### config.mk
export PLATFORM = sky130hd
export DESIGN_NAME = scr_tx_ctrl
export DESIGN_NICKNAME = d
export VERILOG_FILES = /design/src/rtl/scr_tx_ctrl_pkg.sv /design/src/rtl/scr_tx_ctrl_hold.sv /design/src/rtl/scr_tx_ctrl.sv
export SDC_FILE = /design/constraint.sdc
export NUM_CORES = 1
export LEC_CHECK = 0
export ABC_CLOCK_PERIOD_IN_PS = 2700
export CAP_MARGIN = 20
export CORE_UTILIZATION = 55
export CTS_CLUSTER_DIAMETER = 40
export DETAILED_ROUTE_END_ITERATION = 6
export PLACE_DENSITY = 0.83
export SLEW_MARGIN = 15
export SYNTH_ARGS = -nofsm -noshare
export SYNTH_HDL_FRONTEND = slang
export SYNTH_HIERARCHICAL = 1
export SYNTH_SLANG_ARGS = --single-unit
### constraint.sdc
create_clock -name clk -period 2.7 [get_ports clk]
set_input_delay 0.405 -clock clk [delete_from_list [all_inputs] [get_ports clk]]
set_output_delay 0.405 -clock clk [all_outputs]
set_load 0.05 [all_outputs]
### src/rtl/scr_tx_ctrl_pkg.sv
// Shared types and constants for the scrambler transmit controller.
package scr_tx_ctrl_pkg;

    localparam int WORD_W    = 8;
    localparam int RSD_CNT_W = 16;
    localparam int BIT_CNT_W = $clog2(WORD_W);

    typedef enum logic {
        ST_IDLE = 1'b0,
        ST_RUN  = 1'b1
    } tx_state_e;

    // One queued word plus its "start from SEED" sideband flag.
    typedef struct packed {
        logic              scr_rst;
        logic [WORD_W-1:0] data;
    } hold_word_t;

    // Reseed counter increment that sticks at all-ones instead of wrapping.
    function automatic logic [RSD_CNT_W-1:0] rsd_sat_inc(input logic [RSD_CNT_W-1:0] v);
        return (v == '1) ? v : v + 1'b1;
    endfunction

endpackage

### src/rtl/scr_tx_ctrl_hold.sv
// Single-entry hold register with valid/ready handshake in front of the
// serializer. Flushed whenever the lane is disabled.
module scr_tx_hold
    import scr_tx_ctrl_pkg::*;
(
    input  logic              clk,
    input  logic              rst,
    input  logic              lane_en_i,
    input  logic              in_valid_i,
    input  logic [WORD_W-1:0] in_data_i,
    input  logic              in_scr_rst_i,
    input  logic              pop_i,
    output logic              in_ready_o,
    output logic              full_o,
    output hold_word_t        word_o
);

    logic       full_q, full_d;
    hold_word_t word_q, word_d;
    logic       ready_ok_q;
    logic       push;

    // ready_ok_q keeps in_ready low for the cycle right after reset.
    assign in_ready_o = lane_en_i & ~full_q & ready_ok_q;
    assign push       = in_valid_i & in_ready_o;
    assign full_o     = full_q;
    assign word_o     = word_q;

    // Next-state for occupancy and stored word: flush, consume, then capture.
    always_comb begin
        // NOTE: every variable gets a default first so no path can infer a latch.
        full_d = full_q;
        word_d = word_q;
        if (!lane_en_i) begin
            full_d = 1'b0;
            word_d = '0;
        end else begin
            if (pop_i) begin
                full_d = 1'b0;
            end
            if (push) begin
                full_d = 1'b1;
                word_d = '{scr_rst: in_scr_rst_i, data: in_data_i};
            end
        end
    end

    // Hold register state update.
    always_ff @(posedge clk) begin
        // NOTE: sequential state uses non-blocking assignments only.
        if (rst) begin
            full_q     <= 1'b0;
            // NOTE: the stored word is cleared too, so nothing stale is visible after reset.
            word_q     <= '0;
            ready_ok_q <= 1'b0;
        end else begin
            full_q     <= full_d;
            word_q     <= word_d;
            ready_ok_q <= 1'b1;
        end
    end

endmodule

### src/rtl/scr_tx_ctrl.sv
// Scrambler transmit controller: serializes 8-bit words LSB first into an
// external scrambler, chaining words without gaps and requesting reseeds.
module scr_tx_ctrl
    import scr_tx_ctrl_pkg::*;
#(
    parameter int unsigned RESEED_PERIOD = 0
) (
    input  logic              clk,
    input  logic              rst,
    input  logic              lane_en,
    input  logic [WORD_W-1:0] in_data,
    input  logic              in_scr_rst,
    input  logic              in_valid,
    output logic              in_ready,
    output logic              scr_data_in,
    output logic              scr_enable,
    output logic              scr_rst_o,
    output logic              busy,
    output logic              underrun
);

    localparam logic [BIT_CNT_W-1:0] LAST_BIT    = BIT_CNT_W'(WORD_W - 1);
    localparam logic [RSD_CNT_W-1:0] RESEED_VAL  = RSD_CNT_W'(RESEED_PERIOD);
    localparam bit                   AUTO_RESEED = (RESEED_PERIOD != 0);

    tx_state_e              state_q, state_d;
    logic [WORD_W-1:0]      shift_q, shift_d;
    logic [BIT_CNT_W-1:0]   bit_cnt_q, bit_cnt_d;
    logic [RSD_CNT_W-1:0]   rsd_cnt_q, rsd_cnt_d;
    logic                   hold_full;
    hold_word_t             hold_word;
    logic                   pop;
    logic                   running;
    logic                   last_bit;
    logic                   reseed_due;

    scr_tx_hold u_hold (
        .clk          (clk),
        .rst          (rst),
        .lane_en_i    (lane_en),
        .in_valid_i   (in_valid),
        .in_data_i    (in_data),
        .in_scr_rst_i (in_scr_rst),
        .pop_i        (pop),
        .in_ready_o   (in_ready),
        .full_o       (hold_full),
        .word_o       (hold_word)
    );

    assign running    = (state_q == ST_RUN);
    assign last_bit   = running && (bit_cnt_q == LAST_BIT);
    assign reseed_due = hold_word.scr_rst | (AUTO_RESEED && (rsd_cnt_q == RESEED_VAL));

    // Outputs decode registered state only.
    assign scr_enable  = running;
    assign scr_data_in = running & shift_q[bit_cnt_q];
    assign scr_rst_o   = last_bit & hold_full & reseed_due;
    assign underrun    = last_bit & ~hold_full;
    assign busy        = running | hold_full;

    // Next-state: word start from IDLE, bit stepping, chaining and reseed counting.
    always_comb begin
        state_d   = state_q;
        shift_d   = shift_q;
        bit_cnt_d = bit_cnt_q;
        rsd_cnt_d = rsd_cnt_q;
        pop       = 1'b0;
        if (!lane_en) begin
            state_d   = ST_IDLE;
            shift_d   = '0;
            bit_cnt_d = '0;
            rsd_cnt_d = '0;
        end else begin
            case (state_q)
                ST_IDLE: begin
                    if (hold_full) begin
                        pop       = 1'b1;
                        shift_d   = hold_word.data;
                        bit_cnt_d = '0;
                        rsd_cnt_d = rsd_sat_inc('0);
                        state_d   = ST_RUN;
                    end
                end
                ST_RUN: begin
                    if (bit_cnt_q == LAST_BIT) begin
                        if (hold_full) begin
                            // Seamless chaining; a reseed restarts the count with this word.
                            pop       = 1'b1;
                            shift_d   = hold_word.data;
                            bit_cnt_d = '0;
                            rsd_cnt_d = rsd_sat_inc(reseed_due ? '0 : rsd_cnt_q);
                        end else begin
                            state_d   = ST_IDLE;
                            shift_d   = '0;
                            bit_cnt_d = '0;
                            rsd_cnt_d = '0;
                        end
                    end else begin
                        bit_cnt_d = bit_cnt_q + 1'b1;
                    end
                end
                default: state_d = ST_IDLE;
            endcase
        end
    end

    // Controller state registers.
    always_ff @(posedge clk) begin
        if (rst) begin
            state_q   <= ST_IDLE;
            shift_q   <= '0;
            bit_cnt_q <= '0;
            rsd_cnt_q <= '0;
        end else begin
            state_q   <= state_d;
            shift_q   <= shift_d;
            bit_cnt_q <= bit_cnt_d;
            rsd_cnt_q <= rsd_cnt_d;
        end
    end

endmodule

Word-level counts from Yosys, hierarchy flattened

Index checks and enable logic that the tools add are counted.

Register bits: 23
Word-level logic and storage cells: 45
Input bits: 13
Output and inout bits: 6

$add $sub $neg: 1
Bitwise gates (word level): 11
Eq/ne operators: 3
Reductions and logical operators: 4
Order comparisons: 1
Muxes and demuxes: 18

Operators with widths:

| operator                                                   | number |
|---|---|
| two-way mux 8 bit                                          | 3 |
| one-hot mux 8 bit (2 select lines)                         | 1 |
| two-way mux 1 bit                                          | 8 |
| AND 1 bit                                                  | 7 |
| two-way mux 3 bit                                          | 2 |
| one-hot mux 3 bit (2 select lines)                         | 1 |
| less-than comparator 3 x 4 -> 1 bit, second input constant | 1 |
| inequality test 2 x 1 -> 1 bit, second input constant      | 2 |
| one-hot mux 1 bit (2 select lines)                         | 2 |
| adder 3 x 1 -> 3 bit, second input constant                | 1 |
| binary-select mux 1 bit (select 3 bit)                     | 1 |
| equality test 3 bit, second input constant                 | 1 |
| inverter 1 bit                                             | 3 |
| AND reduction 2 bit                                        | 1 |
| nonzero test 2 bit                                         | 1 |
| OR reduction 2 bit                                         | 1 |
| logical AND 1 bit                                          | 1 |
| bitwise OR 1 bit                                           | 1 |

Depth between registers and ports, before layout

Depth in word-level cells: 6
Depth in mapped cells: 6
Gate-level depth less buffers: 6

Hierarchy

The synthesis kept the hierarchy.

Modules (own cells, without submodules):

| module      | area each (um2) | cells an instance | instances | seq. area each (um2) |
|---|---|---|---|---|
| scr_tx_ctrl | 584.3           | 60                | 1         | 240.2 |
| scr_tx_hold | 509.2           | 48                | 1         | 220.2 |

Worst setup path before layout

OpenSTA, ideal clock, no wires.

Path type: register to output
From: register state_q, in the netlist scr_enable
To: output port scr_data_in
Data required time: 2.295 ns
Stages on the path, launching flop included: 4
Buffers on the path: 1
Path slack: 0.042 ns
Arrival time: 2.253 ns
Path through: dfxtp_1 -> buf_2 -> o31ai_1 -> a311oi_1

Word-level cells in the longest chain between the ends: 1

Ends and longest elaborated chain:

| item                   | RTL line           | text |
|---|---|---|
| from (decl)            | scr_tx_ctrl.sv:26  | `tx_state_e state_q, state_d;` |
| from (signal assigned) | scr_tx_ctrl.sv:115 | `state_q <= state_d;` |
| AND 1 bit              | scr_tx_ctrl.sv:56  | `assign scr_data_in = running & shift_q[bit_cnt_q];` |
| to (decl)              | scr_tx_ctrl.sv:15  | `output logic scr_data_in,` |

Every way passes these cells.

Final worst setup path

From: register bit_cnt_q[0]
To: output port scr_rst_o

Word-level cells in the longest chain between the ends: 4

Ends and longest elaborated chain:

| item                   | RTL line           | text |
|---|---|---|
| from (decl)            | scr_tx_ctrl.sv:28  | `logic [BIT_CNT_W-1:0] bit_cnt_q, bit_cnt_d;` |
| from (signal assigned) | scr_tx_ctrl.sv:117 | `bit_cnt_q <= bit_cnt_d;` |
| equality test 3 bit    | scr_tx_ctrl.sv:51  | `assign last_bit = running && (bit_cnt_q == LAST_BIT);` |
| logical AND 1 bit      | scr_tx_ctrl.sv:51  |  |
| AND 1 bit (2 in a row) | scr_tx_ctrl.sv:57  | `assign scr_rst_o = last_bit & hold_full & reseed_due;` |
| to (decl)              | scr_tx_ctrl.sv:17  | `output logic scr_rst_o,` |

Every way passes these cells.

==> reports/results.txt <==
Status: complete, no violations
Routed len/inst: 13.6 um
Seq/Total Area, Yosys: 42.1%
Slowest cell on crit path: clkdlybuf4s50_1
Netlist cell types: 26
Die height: 46.6 um
IO Port Bufs: 18
Layout cell share with drive strength beyond 1: 10.3%
Worst-skew pair later-pin latency: 0.31 ns
Clock Skews: 0.0143 ns
CP max stage delay: 0.79 ns
Static leakage: 0.000515 uW
TritonRoute pass-1 iters: 4
Mapped Cells: 108
Fin. max-slew vios: 0
Slew HR: 62.2%
Pin count of the biggest net entering global routing: 22
Antenna diodes: 0
Post-layout nets: 143
Fmax: 401 MHz
Final hold violations: 0
First-pass GRT wire length: 3270 um
Routed wire length: 2060 um
Setup Buffers After CTS: 0
Synth Area per Inst: 10.1 um^2
DIE AREA: 2170 um^2
Cell row count: 15
GRT overflow: 0
CTS Buf Count: 3
CP Data Required Time: 2.30 ns
H-tree depth: 1
DRC: 0
PD cells: 422 nW/um^2
Drt initial violations: 15
GRT Util Overall: 21.4%
Clock transition at path regs: 0.13 ns
Crit-path cells: ha_1 -> ha_1 -> and4_1 -> clkdlybuf4s50_1
Final WS setup: 0.204 ns
Initial Util: 60.7%
Number of global-route vias before repair: 778
Crit Path Max Fanout: 5
Startpoint Class: flip-flop
Vias/cell: 5.81
# clock sinks: 23
Core Footprint: 1800 um^2
Maxcap violations: 0
RSZ-0062 raised after global routing: no
CP arrival: 2.09 ns
Setup-failing EPs final: 0
Placer Congestion: 0.742
WS Path Type: flip-flop to primary output
Critical path capture point type: primary output
Final worst path period share: 92.5%
Top cell by count, worst path: ha_1
Max VDD drop: 414 uV
Setup TNS: 0 ns
Die Span X: 46.6 um
Routed vias: 877
Min-delay worst type: flip-flop to flip-flop
Worst Tran Pin Value: 0.566 ns
Min Tclk post-route: 2.50 ns
Area delta synth->final: 22.0%
Leading area contributor after synthesis: dfxtp_1
Number of routed nets with antenna violations: 0
Post-Route Hold Slack: 0.506 ns
CTS tree: done
Util after Layout: 74.0%
HPWL Detailed: 1580 um
Synth Register Bits: 23
Area contributors post-synth: dfxtp_1, nand3b_1, mux2i_1, a32oi_1, nor2_1
Final instance area: 1330 um^2
Root Driver: clkbuf_4
CTS max path bufs: 2
Synth warnings: 6
I/O Pins: 19
Cell Area, Synth: 1090 um^2
Placed instance area: 1300 um^2
Syn_nets: 124
Dpl ws: 0.414 ns
Antenna violations before repair: 0
Top cell type's share of synthesized area: 42.1%
==> per-layer routing <==
layer / global-route usage [%] / share of wire [%] / vias to the layer above
met5: 0 / 0 / -
met4: 8.24 / 1.2 / 0
met3: 3.92 / 2.7 / 4
met2: 36.7 / 50 / 19
met1: 26.1 / 46 / 417
li1: - / - / 437
==> synthesized netlist by cell type <==
master	instances
buf_6	1
nand2_1	1
a22oi_1	2
inv_1	3
and4_1	1
mux2i_4	1
dfxtp_1	23
nor3b_1	1
and3_1	2
nand2b_1	3
o31ai_1	1
a21oi_1	2
clkbuf_1	4
nor2b_2	1
and4b_1	1
nor2_1	14
mux4_1	1
mux2_2	1
a32oi_1	8
mux2i_1	10
nand3b_1	18
a311oi_1	1
inv_2	1
o211a_1	1
ha_1	3
buf_2	3
==> area by class of cell <==
cell class,count,area (um^2)
timing repair buffer,22,223
clock buffer,3,22.5
clock inverter,1,5.00
inverter,4,15.0
multi-input combinational,73,577
sequential,23,460
tap,25,31.3
fill,156,468
==> stage by stage <==
stage	instances	total power [uW]
detailed placement	147	414
global placement	147	412
finish	151	563
CTS	151	567
global route	151	583
floorplan	108	384
==> power by group <==
part	switching [uW]	internal, uW
combinational	27.9	33.1
clock	102	55.3
sequential	2.38	343
==> sequential cells by signal (all words and copies together) (netlist names) <==
signal / count
u_hold/word_o: 9
shift_q: 8
bit_cnt_q: 3
scr_enable: 1
u_hold/full_o: 1
u_hold/ready_ok_q: 1
==> final timing paths <==
check                     endpoint        startpoint  slack [ns]  cells past startpoint
setup reg to reg        shift_q[2]      bit_cnt_q[0]        1.14                      5
hold / removal    u_hold/word_o[8]  u_hold/word_o[8]        0.51                      2
setup / recovery         scr_rst_o      bit_cnt_q[0]        0.20                      4
hold reg to reg   u_hold/word_o[8]  u_hold/word_o[8]        0.51                      2
==> logic make-up (layout without fill, tap and decap cells) <==
group | count (synthesis) | after routing | synth area share [%]
flops | 23 | 23 | 42.1
compound gates | 15 | 15 | 11.1
fa+ha+maj | 3 | 3 | 3.43
simple gates | 42 | 42 | 23.6
mux | 13 | 13 | 14.6
buf+inv | 12 | 30 | 5.15
==> placed cells by master, fill, tap and decap left out <==
master,n
dfxtp_1,23
nand3b_1,18
clkdlybuf4s50_1,16
nor2_1,14
mux2i_1,10
a32oi_1,8
buf_4,4
inv_1,3
nand2b_1,3
ha_1,3
clkbuf_4,3
and3_1,2
a21oi_1,2
a22oi_1,2
mux2_2,1
o31ai_1,1
mux4_1,1
a311oi_1,1
and4_1,1
mux2i_4,1
nor3b_1,1
clkinv_2,1
dlymetal6s2s_1,1
buf_12,1
nand2_1,1
inv_2,1
and4b_1,1
nor2b_2,1
o211a_1,1
==> worst max-delay path, delay by kind of cell, from the launching register on <==
kind / cells / cell delay, ns
AND/OR/NAND/NOR: 1 / 0.19
flip-flops: 1 / 0.43
buffers and inverters: 1 / 0.79
adder cells (fa/ha/maj): 2 / 0.37
==> timing repair <==
| item | in CTS | in global routing |
|---|---|---|
| endpoints found under the hold margin | 0 | 0 |
| resized for setup | 0 | 1 |
| setup endpoints to repair | 0 | 1 |
| hold buffers | 0 | 0 |
No activity file was read; power rests on OpenSTA's default activity.
